## src/rtl/ucode_sequencer_pkg.sv

```systemverilog
`default_nettype none
// ==========================================================================
// ucode_pkg : shared state, opcode and field definitions for ucode_sequencer
// Rev 1.0
// ==========================================================================
package ucode_pkg;

  typedef enum logic [1:0] {
    IDLE      = 2'd0,
    LOAD      = 2'd1,
    ISSUE     = 2'd2,
    WAIT_FLAG = 2'd3
  } state_e;

  typedef enum logic [1:0] {
    VAR_MUL_IMM  = 2'd0,
    VAR_MULS_IMM = 2'd1,
    VAR_MUL_REG  = 2'd2,
    VAR_MULS_REG = 2'd3
  } mul_var_e;

  localparam logic [6:0] c_op_mul_imm  = 7'b0010000;
  localparam logic [6:0] c_op_muls_imm = 7'b0011000;
  localparam logic [6:0] c_op_mul_reg  = 7'b0110000;
  localparam logic [6:0] c_op_muls_reg = 7'b0111000;
  localparam logic [6:0] c_op_ubne     = 7'b1100001;
  localparam logic [6:0] c_op_uend     = 7'b1111111;

  localparam int c_opc_msb = 31;
  localparam int c_opc_lsb = 25;
  localparam int c_rd_msb  = 24;
  localparam int c_rd_lsb  = 21;
  localparam int c_rs1_msb = 20;
  localparam int c_rs1_lsb = 17;
  localparam int c_rs2_msb = 16;
  localparam int c_rs2_lsb = 13;
  localparam int c_imm_msb = 15;
  localparam int c_imm_lsb = 0;

  localparam int c_entry_mul_imm  = 0;
  localparam int c_entry_muls_imm = 6;
  localparam int c_entry_mul_reg  = 12;
  localparam int c_entry_muls_reg = 18;

endpackage
`default_nettype wire

```

## src/rtl/ucode_sequencer_if.sv

```systemverilog
`default_nettype none
// ==========================================================================
// ucode_sequencer_if : fetch, decode, ROM, ghost-file and flag signals
// Rev 1.0
// ==========================================================================
interface ucode_sequencer_if #(
  parameter int UC_AW = 5
);
  logic [31:0]      if_instr;
  logic             if_valid;
  logic             if_ready;
  logic [31:0]      id_instr;
  logic             id_valid;
  logic             id_ready;
  logic [UC_AW-1:0] uc_addr;
  logic [31:0]      uc_data;
  logic             ghost_load;
  logic [15:0]      ghost_imm;
  logic [3:0]       ghost_rs1;
  logic [3:0]       ghost_rs2;
  logic [3:0]       ghost_rd;
  logic             flag_valid;
  logic             flag_z;
  logic             flush;
  logic             seq_busy;
  logic             err;

  modport master (
    input  if_instr, if_valid, id_ready, uc_data, flag_valid, flag_z, flush,
    output if_ready, id_instr, id_valid, uc_addr, ghost_load, ghost_imm,
           ghost_rs1, ghost_rs2, ghost_rd, seq_busy, err
  );

  modport slave (
    output if_instr, if_valid, id_ready, uc_data, flag_valid, flag_z, flush,
    input  if_ready, id_instr, id_valid, uc_addr, ghost_load, ghost_imm,
           ghost_rs1, ghost_rs2, ghost_rd, seq_busy, err
  );
endinterface
`default_nettype wire

```

## src/rtl/ucode_sequencer_mul_detect.sv

```systemverilog
`default_nettype none
// ==========================================================================
// ucode_mul_detect : classifies an opcode as one of the four multiplies
// Rev 1.0
// ==========================================================================
module ucode_mul_detect
  import ucode_pkg::*;
(
  input  logic [6:0] opcode,
  output logic       is_mul,
  output mul_var_e   variant
);

  always_comb begin
    is_mul  = 1'b1;
    variant = VAR_MUL_IMM;
    case (opcode)
      c_op_mul_imm:  variant = VAR_MUL_IMM;
      c_op_muls_imm: variant = VAR_MULS_IMM;
      c_op_mul_reg:  variant = VAR_MUL_REG;
      c_op_muls_reg: variant = VAR_MULS_REG;
      default:       is_mul  = 1'b0;
    endcase
  end

endmodule
`default_nettype wire

```

## src/rtl/ucode_sequencer.sv

```systemverilog
`default_nettype none
// ==========================================================================
// ucode_sequencer : passes fetch to decode, expands multiplies via microcode
// Rev 1.0
// ==========================================================================
module ucode_sequencer
  import ucode_pkg::*;
#(
  parameter int UC_AW          = 5,
  parameter int UC_DEPTH       = 31,
  parameter int ENTRY_MUL_IMM  = c_entry_mul_imm,
  parameter int ENTRY_MULS_IMM = c_entry_muls_imm,
  parameter int ENTRY_MUL_REG  = c_entry_mul_reg,
  parameter int ENTRY_MULS_REG = c_entry_muls_reg
) (
  input  logic              clk,
  input  logic              rst,
  ucode_sequencer_if.master bus
);

  state_e           state_q, state_d;
  logic [UC_AW-1:0] uc_addr_q, uc_addr_d;
  logic [15:0]      ghost_imm_q, ghost_imm_d;
  logic [3:0]       ghost_rs1_q, ghost_rs1_d;
  logic [3:0]       ghost_rs2_q, ghost_rs2_d;
  logic [3:0]       ghost_rd_q, ghost_rd_d;
  logic             ghost_load_q, ghost_load_d;
  logic             err_q, err_d;
  logic             seq_busy_q, seq_busy_d;

  logic             w_is_mul;
  mul_var_e         w_variant;
  logic [UC_AW-1:0] w_entry;
  logic [6:0]       w_uc_op;
  logic [UC_AW-1:0] w_target;
  logic             w_jump;
  logic             w_if_ready;
  logic             w_id_valid;
  logic [31:0]      w_id_instr;

  function automatic logic addr_legal(input logic [UC_AW-1:0] a);
    return 32'(a) < 32'(UC_DEPTH);
  endfunction

  ucode_mul_detect u_mul_detect (
    .opcode  (bus.if_instr[c_opc_msb:c_opc_lsb]),
    .is_mul  (w_is_mul),
    .variant (w_variant)
  );

  always_comb begin
    w_entry = UC_AW'(ENTRY_MUL_IMM);
    case (w_variant)
      VAR_MUL_IMM:  w_entry = UC_AW'(ENTRY_MUL_IMM);
      VAR_MULS_IMM: w_entry = UC_AW'(ENTRY_MULS_IMM);
      VAR_MUL_REG:  w_entry = UC_AW'(ENTRY_MUL_REG);
      VAR_MULS_REG: w_entry = UC_AW'(ENTRY_MULS_REG);
      default:      w_entry = UC_AW'(ENTRY_MUL_IMM);
    endcase
  end

  assign w_uc_op = bus.uc_data[c_opc_msb:c_opc_lsb];

  always_comb begin
    state_d      = state_q;
    uc_addr_d    = uc_addr_q;
    ghost_imm_d  = ghost_imm_q;
    ghost_rs1_d  = ghost_rs1_q;
    ghost_rs2_d  = ghost_rs2_q;
    ghost_rd_d   = ghost_rd_q;
    ghost_load_d = 1'b0;
    err_d        = 1'b0;
    w_jump       = 1'b0;
    w_target     = uc_addr_q + UC_AW'(1);
    w_if_ready   = 1'b0;
    w_id_valid   = 1'b0;
    w_id_instr   = bus.uc_data;

    case (state_q)
      IDLE: begin
        w_id_instr = bus.if_instr;
        if (bus.if_valid && w_is_mul) begin
          w_if_ready   = 1'b1;
          state_d      = LOAD;
          uc_addr_d    = w_entry;
          ghost_imm_d  = bus.if_instr[c_imm_msb:c_imm_lsb];
          ghost_rs1_d  = bus.if_instr[c_rs1_msb:c_rs1_lsb];
          ghost_rs2_d  = bus.if_instr[c_rs2_msb:c_rs2_lsb];
          ghost_rd_d   = bus.if_instr[c_rd_msb:c_rd_lsb];
          ghost_load_d = 1'b1;
        end else begin
          w_id_valid = bus.if_valid;
          w_if_ready = bus.id_ready;
        end
      end
      LOAD: state_d = ISSUE;
      ISSUE: begin
        case (w_uc_op)
          c_op_ubne: state_d = WAIT_FLAG;
          c_op_uend: state_d = IDLE;
          default: begin
            w_id_valid = 1'b1;
            w_jump     = bus.id_ready;
          end
        endcase
      end
      WAIT_FLAG: begin
        // uc_addr is parked on the UBNE, so uc_data still carries its offset;
        // a UC_AW-bit add of the raw field is the sign-extended add mod 2^UC_AW.
        if (bus.flag_valid) begin
          state_d = ISSUE;
          w_jump  = 1'b1;
          if (!bus.flag_z) begin
            w_target = uc_addr_q + bus.uc_data[UC_AW-1:0];
          end
        end
      end
      default: state_d = IDLE;
    endcase

    if (w_jump) begin
      if (addr_legal(w_target)) begin
        uc_addr_d = w_target;
      end else begin
        err_d     = 1'b1;
        state_d   = IDLE;
        uc_addr_d = '0;
      end
    end

    if (bus.flush) begin
      state_d      = IDLE;
      uc_addr_d    = '0;
      ghost_imm_d  = ghost_imm_q;
      ghost_rs1_d  = ghost_rs1_q;
      ghost_rs2_d  = ghost_rs2_q;
      ghost_rd_d   = ghost_rd_q;
      ghost_load_d = 1'b0;
      err_d        = 1'b0;
      w_if_ready   = 1'b0;
      w_id_valid   = 1'b0;
    end

    seq_busy_d = (state_d != IDLE);
  end

  always_ff @(posedge clk or negedge rst) begin
    if (!rst) begin
      state_q      <= IDLE;
      uc_addr_q    <= '0;
      ghost_imm_q  <= '0;
      ghost_rs1_q  <= '0;
      ghost_rs2_q  <= '0;
      ghost_rd_q   <= '0;
      ghost_load_q <= 1'b0;
      err_q        <= 1'b0;
      seq_busy_q   <= 1'b0;
    end else begin
      state_q      <= state_d;
      uc_addr_q    <= uc_addr_d;
      ghost_imm_q  <= ghost_imm_d;
      ghost_rs1_q  <= ghost_rs1_d;
      ghost_rs2_q  <= ghost_rs2_d;
      ghost_rd_q   <= ghost_rd_d;
      ghost_load_q <= ghost_load_d;
      err_q        <= err_d;
      seq_busy_q   <= seq_busy_d;
    end
  end

  assign bus.if_ready   = w_if_ready;
  assign bus.id_valid   = w_id_valid;
  assign bus.id_instr   = w_id_instr;
  assign bus.uc_addr    = uc_addr_q;
  assign bus.ghost_load = ghost_load_q;
  assign bus.ghost_imm  = ghost_imm_q;
  assign bus.ghost_rs1  = ghost_rs1_q;
  assign bus.ghost_rs2  = ghost_rs2_q;
  assign bus.ghost_rd   = ghost_rd_q;
  assign bus.seq_busy   = seq_busy_q;
  assign bus.err        = err_q;

endmodule
`default_nettype wire

```

## src/flat_wrapper.sv

```systemverilog
// flat-port wrapper written by rule: the top's interface ports become plain ports
module ucode_sequencer_flat import ucode_pkg::*;
#(
  parameter int UC_AW          = 5,
  parameter int UC_DEPTH       = 31,
  parameter int ENTRY_MUL_IMM  = c_entry_mul_imm,
  parameter int ENTRY_MULS_IMM = c_entry_muls_imm,
  parameter int ENTRY_MUL_REG  = c_entry_mul_reg,
  parameter int ENTRY_MULS_REG = c_entry_muls_reg
)
  (clk, rst, bus_if_instr, bus_if_valid, bus_id_ready, bus_uc_data, bus_flag_valid, bus_flag_z, bus_flush, bus_if_ready, bus_id_instr, bus_id_valid, bus_uc_addr, bus_ghost_load, bus_ghost_imm, bus_ghost_rs1, bus_ghost_rs2, bus_ghost_rd, bus_seq_busy, bus_err);
  ucode_sequencer_if #(.UC_AW(UC_AW)) bus_i ();
  input  logic clk;
  input  logic rst;
  input wire logic [$bits(bus_i.if_instr)-1:0] bus_if_instr;
  input wire logic [$bits(bus_i.if_valid)-1:0] bus_if_valid;
  input wire logic [$bits(bus_i.id_ready)-1:0] bus_id_ready;
  input wire logic [$bits(bus_i.uc_data)-1:0] bus_uc_data;
  input wire logic [$bits(bus_i.flag_valid)-1:0] bus_flag_valid;
  input wire logic [$bits(bus_i.flag_z)-1:0] bus_flag_z;
  input wire logic [$bits(bus_i.flush)-1:0] bus_flush;
  output wire logic [$bits(bus_i.if_ready)-1:0] bus_if_ready;
  output wire logic [$bits(bus_i.id_instr)-1:0] bus_id_instr;
  output wire logic [$bits(bus_i.id_valid)-1:0] bus_id_valid;
  output wire logic [$bits(bus_i.uc_addr)-1:0] bus_uc_addr;
  output wire logic [$bits(bus_i.ghost_load)-1:0] bus_ghost_load;
  output wire logic [$bits(bus_i.ghost_imm)-1:0] bus_ghost_imm;
  output wire logic [$bits(bus_i.ghost_rs1)-1:0] bus_ghost_rs1;
  output wire logic [$bits(bus_i.ghost_rs2)-1:0] bus_ghost_rs2;
  output wire logic [$bits(bus_i.ghost_rd)-1:0] bus_ghost_rd;
  output wire logic [$bits(bus_i.seq_busy)-1:0] bus_seq_busy;
  output wire logic [$bits(bus_i.err)-1:0] bus_err;
  assign bus_i.if_instr = bus_if_instr;
  assign bus_i.if_valid = bus_if_valid;
  assign bus_i.id_ready = bus_id_ready;
  assign bus_i.uc_data = bus_uc_data;
  assign bus_i.flag_valid = bus_flag_valid;
  assign bus_i.flag_z = bus_flag_z;
  assign bus_i.flush = bus_flush;
  assign bus_if_ready = bus_i.if_ready;
  assign bus_id_instr = bus_i.id_instr;
  assign bus_id_valid = bus_i.id_valid;
  assign bus_uc_addr = bus_i.uc_addr;
  assign bus_ghost_load = bus_i.ghost_load;
  assign bus_ghost_imm = bus_i.ghost_imm;
  assign bus_ghost_rs1 = bus_i.ghost_rs1;
  assign bus_ghost_rs2 = bus_i.ghost_rs2;
  assign bus_ghost_rd = bus_i.ghost_rd;
  assign bus_seq_busy = bus_i.seq_busy;
  assign bus_err = bus_i.err;
  ucode_sequencer #(.UC_AW(UC_AW), .UC_DEPTH(UC_DEPTH), .ENTRY_MUL_IMM(ENTRY_MUL_IMM), .ENTRY_MULS_IMM(ENTRY_MULS_IMM), .ENTRY_MUL_REG(ENTRY_MUL_REG), .ENTRY_MULS_REG(ENTRY_MULS_REG)) u_core (.clk(clk), .rst(rst), .bus(bus_i));
endmodule
```

## config.mk

```make
export PLATFORM = sky130hd
export DESIGN_NAME = ucode_sequencer_flat
export DESIGN_NICKNAME = d
export VERILOG_FILES = /design/src/rtl/ucode_sequencer_pkg.sv /design/src/rtl/ucode_sequencer_if.sv /design/src/rtl/ucode_sequencer_mul_detect.sv /design/src/rtl/ucode_sequencer.sv /design/src/flat_wrapper.sv
export SDC_FILE = /design/constraint.sdc
export NUM_CORES = 1
export LEC_CHECK = 0
export BUFFER_PORTS_ARGS = -buffer_cell sky130_fd_sc_hd__buf_2
export CORE_UTILIZATION = 43
export CTS_CLUSTER_SIZE = 20
export DETAILED_ROUTE_END_ITERATION = 6
export HOLD_SLACK_MARGIN = 0.15
export PLACE_DENSITY = 0.79
export SKIP_LAST_GASP = 1
export SYNTH_ARGS = -nofsm -noshare
export SYNTH_HDL_FRONTEND = slang
export SYNTH_SLANG_ARGS = --single-unit
export TNS_END_PERCENT = 100
```

## constraint.sdc

```tcl
create_clock -name clk -period 3.35 [get_ports clk]
set_clock_uncertainty 0.2 [all_clocks]
set_input_delay 0.67 -clock clk [delete_from_list [all_inputs] [get_ports clk]]
set_output_delay 0.67 -clock clk [all_outputs]
set_load 0.03 [all_outputs]
```

# ---- Word-level counts from Yosys, hierarchy flattened
# Cells that the tools add are included.
dict set report totals {
  register_bits 38
  latch_bits 0
  ramBits 0
  romBits 0
  input_bits 71
  out_inout_bits 70
  elab_cells 70
  n_memories 0
}
dict set report classes {
  add_sub_neg 2
  mul 0
  n_div 0
  order_cmp 1
  eq_ne 12
  shifts 0
  muxes 35
  bitwise_logic 1
  reduce_logical 10
}
# cell n
set op_table {}
lappend op_table {{$mux 5} 8}
lappend op_table {{$mux 32} 1}
lappend op_table {{$pmux 5 s4} 1}
lappend op_table {{$mux 1} 15}
lappend op_table {{$eq 7x5->1 const B} 2}
lappend op_table {{$eq 7x6->1 const B} 2}
lappend op_table {{$eq 7x7->1 const B} 2}
lappend op_table {{$mux 2} 5}
lappend op_table {{$eq 2x2->1 const B} 4}
lappend op_table {{$pmux 2 s4} 1}
lappend op_table {{$pmux 2 s3} 1}
lappend op_table {{$reduce_bool 3->1} 2}
lappend op_table {{$add 5x1->5 const B} 1}
lappend op_table {{$add 5x5->5} 1}
lappend op_table {{$lt 5x5->1 const B} 1}
lappend op_table {{$eq 2x1->1 const B} 2}
lappend op_table {{$logic_not 2->1} 2}
lappend op_table {{$pmux 1 s2} 2}
lappend op_table {{$pmux 2 s2} 1}
lappend op_table {{$reduce_or 4->1} 1}
lappend op_table {{$reduce_and 3->1} 1}
lappend op_table {{$reduce_and 2->1} 1}
lappend op_table {{$reduce_bool 2->1} 1}
lappend op_table {{$reduce_or 2->1} 1}
lappend op_table {{2 further kinds} 2}

# ---- Depth between registers and ports, before layout
dict set report depth {
  depth_word 10
  ltp_mapped 9
  mapped_depth_nobuf 9
}

# ---- By module
# A second synthesis with hierarchy kept.
dict set report hier_totals {
  cells_unflattened 254
  hier_area_um2 2332.2
}
# module instances cells_per_inst area_each_um2 seq_area_each_um2
set modules_own_cells {}
lappend modules_own_cells {ucode_sequencer 1 249 2283.4 875.8}
lappend modules_own_cells {ucode_mul_detect 1 5 48.8 0.0}

# ---- Worst setup path after synthesis
# No wires, ideal clock.
dict set report synth_timing {
  path_kind {input -> output}
  from {in bus_if_instr[31]}
  to {out bus_if_ready}
  arrival_ns 2.000
  required_time_ns 2.480
  setup_slack_ns 0.480
  stages 4
  n_path_buf 0
  cell_sequence {nand2b_1 -> nor4_1 -> nand3_1 -> a21oi_1}
}
dict set report synth_between {
  elab_chain_len 7
  word_cells_on_any_way 10
  classes_between {eq/ne (4); mux (4); reduce/logical (2)}
}
# item line_no
set synth_rtl {}
lappend synth_rtl {{start, declared} flat_wrapper.sv:15} ;# input wire logic [$bits(bus_i.if_instr)-1:0] bus_if_instr;
lappend synth_rtl {{$eq 7x6->1 / $eq 7x5->1 (equally long branches)} ucode_sequencer_mul_detect.sv:17} ;# case (opcode)
lappend synth_rtl {{$reduce_or 4->1 (no line) (*)} --}
lappend synth_rtl {{$mux 1 (*)} ucode_sequencer_mul_detect.sv:17}
lappend synth_rtl {{$logic_and 1x1->1 (*)} ucode_sequencer.sv:82} ;# if (bus.if_valid && w_is_mul) begin
lappend synth_rtl {{$mux 1 (*)} ucode_sequencer.sv:82}
lappend synth_rtl {{$mux 1 (*)} ucode_sequencer.sv:79} ;# case (state_q)
lappend synth_rtl {{$mux 1 (*)} ucode_sequencer.sv:131} ;# if (bus.flush) begin
lappend synth_rtl {{end, declared} flat_wrapper.sv:22} ;# output wire logic [$bits(bus_i.if_ready)-1:0] bus_if_ready;
# Mark *: on every way between the ends. The rest lies on a longest branch, timed or not.

# ---- Final worst setup path
dict set report layout_timing {
  from {reg u_core.state_q[1]}
  to {out bus_if_ready}
}
dict set report layout_between {
  elab_chain_len 3
}
# item line_no
set layout_rtl {}
lappend layout_rtl {{start, declared} ucode_sequencer.sv:21} ;# state_e state_q, state_d;
lappend layout_rtl {{start signal, assigned} ucode_sequencer.sv:159} ;# state_q <= state_d;
lappend layout_rtl {{$logic_not 2->1} ucode_sequencer.sv:79}
lappend layout_rtl {{$mux 1} ucode_sequencer.sv:79}
lappend layout_rtl {{$mux 1} ucode_sequencer.sv:131}
# Every way passes these cells.

==> results <==
- The hold-fix buffer count after cts is 0.
- In the final routed layout, each cell accounts on average for 13.8 microns.
- The number of buffers between clock root and the deepest sink is 2.
- Setup repair after global routing left no endpoint under its margin.
- The number of antenna violations at the first check in global routing is 0.
- The synthesized design spends more area on one cell type than any other, namely dfrtp_1.
- Clock-pin slew was measured on the worst setup and hold paths at 0.07 ns.
- The sequential fraction of the synthesis area is 38.4%.
- The via count of the first global-routing pass is 1,894.
- The count of H-tree levels built during CTS is 2.
- The required time reported for the critical path endpoint is about 2.5 ns.
- Among all flip-flop cells after synthesis, the most frequent one is dfrtp_1.
- The remaining number of nets flagged by the antenna check after routing is 0.
- The class of the tightest hold or removal check is in2async.
- For this block, the initial DRC count from the detailed router was between 100 and 150.
- The clock period minus worst slack is ~2.8 ns.
- The share of the synthesized area in the top cell type is 38.4%.
- The setup TNS is 0 ns.
- The boundary pin count is 141.
- The buffer cell driving the clock tree root is clkbuf_8.
- Yosys attributes the largest share of cell area to dfrtp_1 38%, mux2_2 27%, ha_1 3.8%, a21oi_1 2.6%, nor2_1 2.0%.
- Once the floorplan was initialized, standard cells occupied around 45% of the core.
- The count of flip-flops with a built-in enable after synthesis is 0.
- The first global-routing pass estimated 8.46 mm of wire.
- Of the total power, the share spent switching nets is a little over a third.
- The slowest stage of the critical path is the dfrtp_1 cell.
- The clock network accounts for 26.2% of the total power.
- For this design the ratio of total power to cell area is between 300 and 400 nW/um^2.
- The hold violation total from the final report is 0.
- Global routing consumed, over all layers together, 20.0% of the routing resources.
- The routed design has approximately 5.8 mm of wire.
- The leakage power total is 1.64 nW.
- STA puts the critical path data arrival time at 1.93 ns.
- Measured along the y axis, the die boundary spans 74.9 microns.
- The number of fillers in the final layout is 451.
- Across the run, the number of max-cap violations was 0.
- Along the worst path, the maximum fanout reaches 14.
- The cell-internal power is 0.734 mW.
- The net count after synthesis is ~290.
- The count of cells resized by post-cts repair is 0.
- After synthesis, the mean cell area works out to 10.9 sq um.
- The run finished with clean final reports.
- The number of buffers inserted by post-CTS setup repair is 0.
- The number of port buffers is 140.
- Based on the critical path, the design can be clocked at up to 357 MHz.
- The area of the placeable core is ~5100 sq um.
- The mean number of vias per cell is around 5.3.
- The total clock buffers created by CTS is 5.
- In the final layout, the share of cells above drive strength 1 is 60.2%.
- The max-slew violation count is 0.
- The floorplan step set the die width to 74.9 microns.
- In this run, the combinational gates consume 31.0% of the power.
- The worst setup path is launched from a flop.
- The count of endpoints failing setup in the final report is 0.
- The async set-or-reset flop fraction in the synthesized netlist is between 90% and 100%.
- For the worst-skew pair, the clock arrives at the later sink with an insertion delay of 0.28 ns.
- The finished layout holds 419 standard cells, fillers aside.
- The area of the mapped netlist is 2280 sq um.
- The site row count is 26.
- The share of the cycle needed by the critical path after routing is 83.6%.
- In the post-synthesis netlist, the cell with the most instances is mux2_2.
- The die area is approximately 5600 sq um.
- Synthesis produced 209 cells.
- In this run, synthesis produced a sequential element count of 35.
- Across the VDD grid, the largest voltage drop is 0.218 mV.
- Traced cell by cell, the critical path runs through nor2_4 > buf_4 > nand3_1 > a21oi_1 > buf_2.
- The net count of the finished layout is 427.
- The congestion estimate from routability-driven global placement came to just over 0.9.
- The sequential power share is 42.8%.
- In this run the tightest slew margin relative to its limit is 48.8%.
- The detailed router placed 2,200 vias in this run.
- Cells fill 61.2% of the core in the end.
- TritonCTS built the clock tree.
- The number of iterations in the first detailed-routing pass is 4.
- The HPWL after detailed placement is 4.64 mm.
- For this run the aggregate overflow at the end of global routing stands at 0.
- The DRC violation count after routing is 0.
- The growth of design area from synthesis to finish is 36.9%.
- The pin slew with the least headroom to its limit is 0.768 ns.
- In this run the power spent charging and discharging nets is between 0.3 and 0.4 mW.
- The repair_antennas step left the layout with diodes totalling 0.
- The commonest cells after synthesis are 54 x mux2_2, 35 x dfrtp_1, 12 x a21oi_1, 12 x nor2_1.
- The total clock sinks is 35.
- The largest stage delay on the critical path is 0.47 ns.
- The largest net degree at the start of global routing is 36.
- In this run, placement finished with an instance count of 411.
- Yosys mapped the design onto 46 distinct sky130hd cell types.
- The worst setup path category is reg2out.
- The endpoint kind of the worst setup timing path is a primary output.
- The number of warning messages in the yosys log is 0.
-- final timing paths --
kind | startpoint | end | slack, ns | cells after the start
worst max-delay path | u_core.state_q[1]$_DFF_PN0_ | bus_if_ready | 0.55 | 5
worst min-delay path | rst | u_core.bus.ghost_rd[2]$_DFFE_PN0P_ | 0.26 | 1
worst max register to register | u_core.bus.uc_addr[0]$_DFFE_PN0P_ | u_core.bus.seq_busy$_DFF_PN0_ | 0.65 | 9
worst min register to register | u_core.bus.ghost_rd[3]$_DFFE_PN0P_ | u_core.bus.ghost_rd[3]$_DFFE_PN0P_ | 0.29 | 1
max in group asynchronous | rst | u_core.bus.ghost_imm[5]$_DFFE_PN0P_ | 2.20 | 1
min in group clk | u_core.bus.ghost_rd[3]$_DFFE_PN0P_ | u_core.bus.ghost_rd[3]$_DFFE_PN0P_ | 0.29 | 1
-- worst max-delay path: cells and delay by family, from the launching register on --
kind	cells	cell delay, ns
flops	1	0.47
compound gates	1	0.20
buf+inv	2	0.46
simple gates	2	0.51
-- power groups by stage --
stage,Clock [mW],Combinational (mW),Sequential (mW)
after floorplan,0,0.142,0.568
after global placement,0,0.346,0.488
after detailed placement,0,0.352,0.490
after CTS,0.306,0.353,0.483
after global routing,0.324,0.372,0.489
final,0.295,0.349,0.482
-- kinds of logic (layout without fill, tap and decap cells) --
family                     Yosys count  count (layout)  synth area share, %
xor gates and xnor gates             3               3                 1.15
DFF                                 35              35                 38.4
muxes                               56              56                 27.6
adders and majority gates            8               8                 4.71
and+or+nand+nor                     56              56                 14.0
AOI/OAI and AO/OA                   33              33                 9.64
buffers and inverters               18             158                 4.55
-- layout make-up --
cell class / count / area, sq um / area share [%]
multi-input cells: 156 / 1310 / 42.0
flip-flops and latches: 35 / 876 / 28.0
repair buffers: 144 / 743 / 23.8
well taps: 70 / 87.6 / 2.80
clock buffers: 6 / 72.6 / 2.32
inverters: 6 / 22.5 / 0.721
clock inverters: 2 / 12.5 / 0.400
-- flip-flops by register name, indices dropped and copies added, names as in the netlist --
signal and flops:
u_core.bus.seq_busy 1, u_core.bus.uc_addr 5, u_core.bus.err 1, u_core.bus.ghost_load 1, u_core.bus.ghost_rd 4, u_core.state_q 2
u_core.bus.ghost_rs1 4, u_core.bus.ghost_imm 13, u_core.bus.ghost_rs2 4
-- cells in the final DEF, fill, tap and decap left out, types with 2 or more instances in the layout --
| cell | n |
|---|---|
| nor2_4 | 2 |
| dfrtp_1 | 35 |
| a22oi_1 | 2 |
| nand3b_1 | 3 |
| xor2_1 | 3 |
| nand2_1 | 7 |
| inv_1 | 6 |
| nor4_1 | 2 |
| ha_1 | 7 |
| nor3_1 | 4 |
| buf_2 | 140 |
| clkbuf_8 | 5 |
| nand2b_1 | 4 |
| o21ai_0 | 4 |
| and4b_1 | 2 |
| nand3_1 | 7 |
| and2_1 | 2 |
| and3_1 | 3 |
| mux2_1 | 2 |
| buf_4 | 3 |
| a21oi_1 | 12 |
| mux2_2 | 54 |
| nor2_1 | 11 |
| a211oi_1 | 3 |
| nand4_1 | 2 |
-- per-layer routing --
layer	GRT usage, %	vias to the layer above	part of all wire (%)
li1	-	1053	-
met1	23.9	1038	41
met2	35.9	107	52
met3	4.69	2	7.2
met4	5.45	0	0.28
met5	0	-	0
-- per-stage QoR --
stage | setup WS (ns) | hold WS (ns) | power (mW) | cell area [sq um]
after floorplan | 0.480 | 0.174 | 0.710 | 2280
final | 0.550 | 0.261 | 1.13 | 3130
after global placement | 0.510 | 0.263 | 0.833 | 3040
after CTS | 0.539 | 0.288 | 1.14 | 3130
after global routing | 0.385 | 0.309 | 1.18 | 3130
after detailed placement | 0.449 | 0.280 | 0.842 | 3040
(Power assumes the default switching activity.)
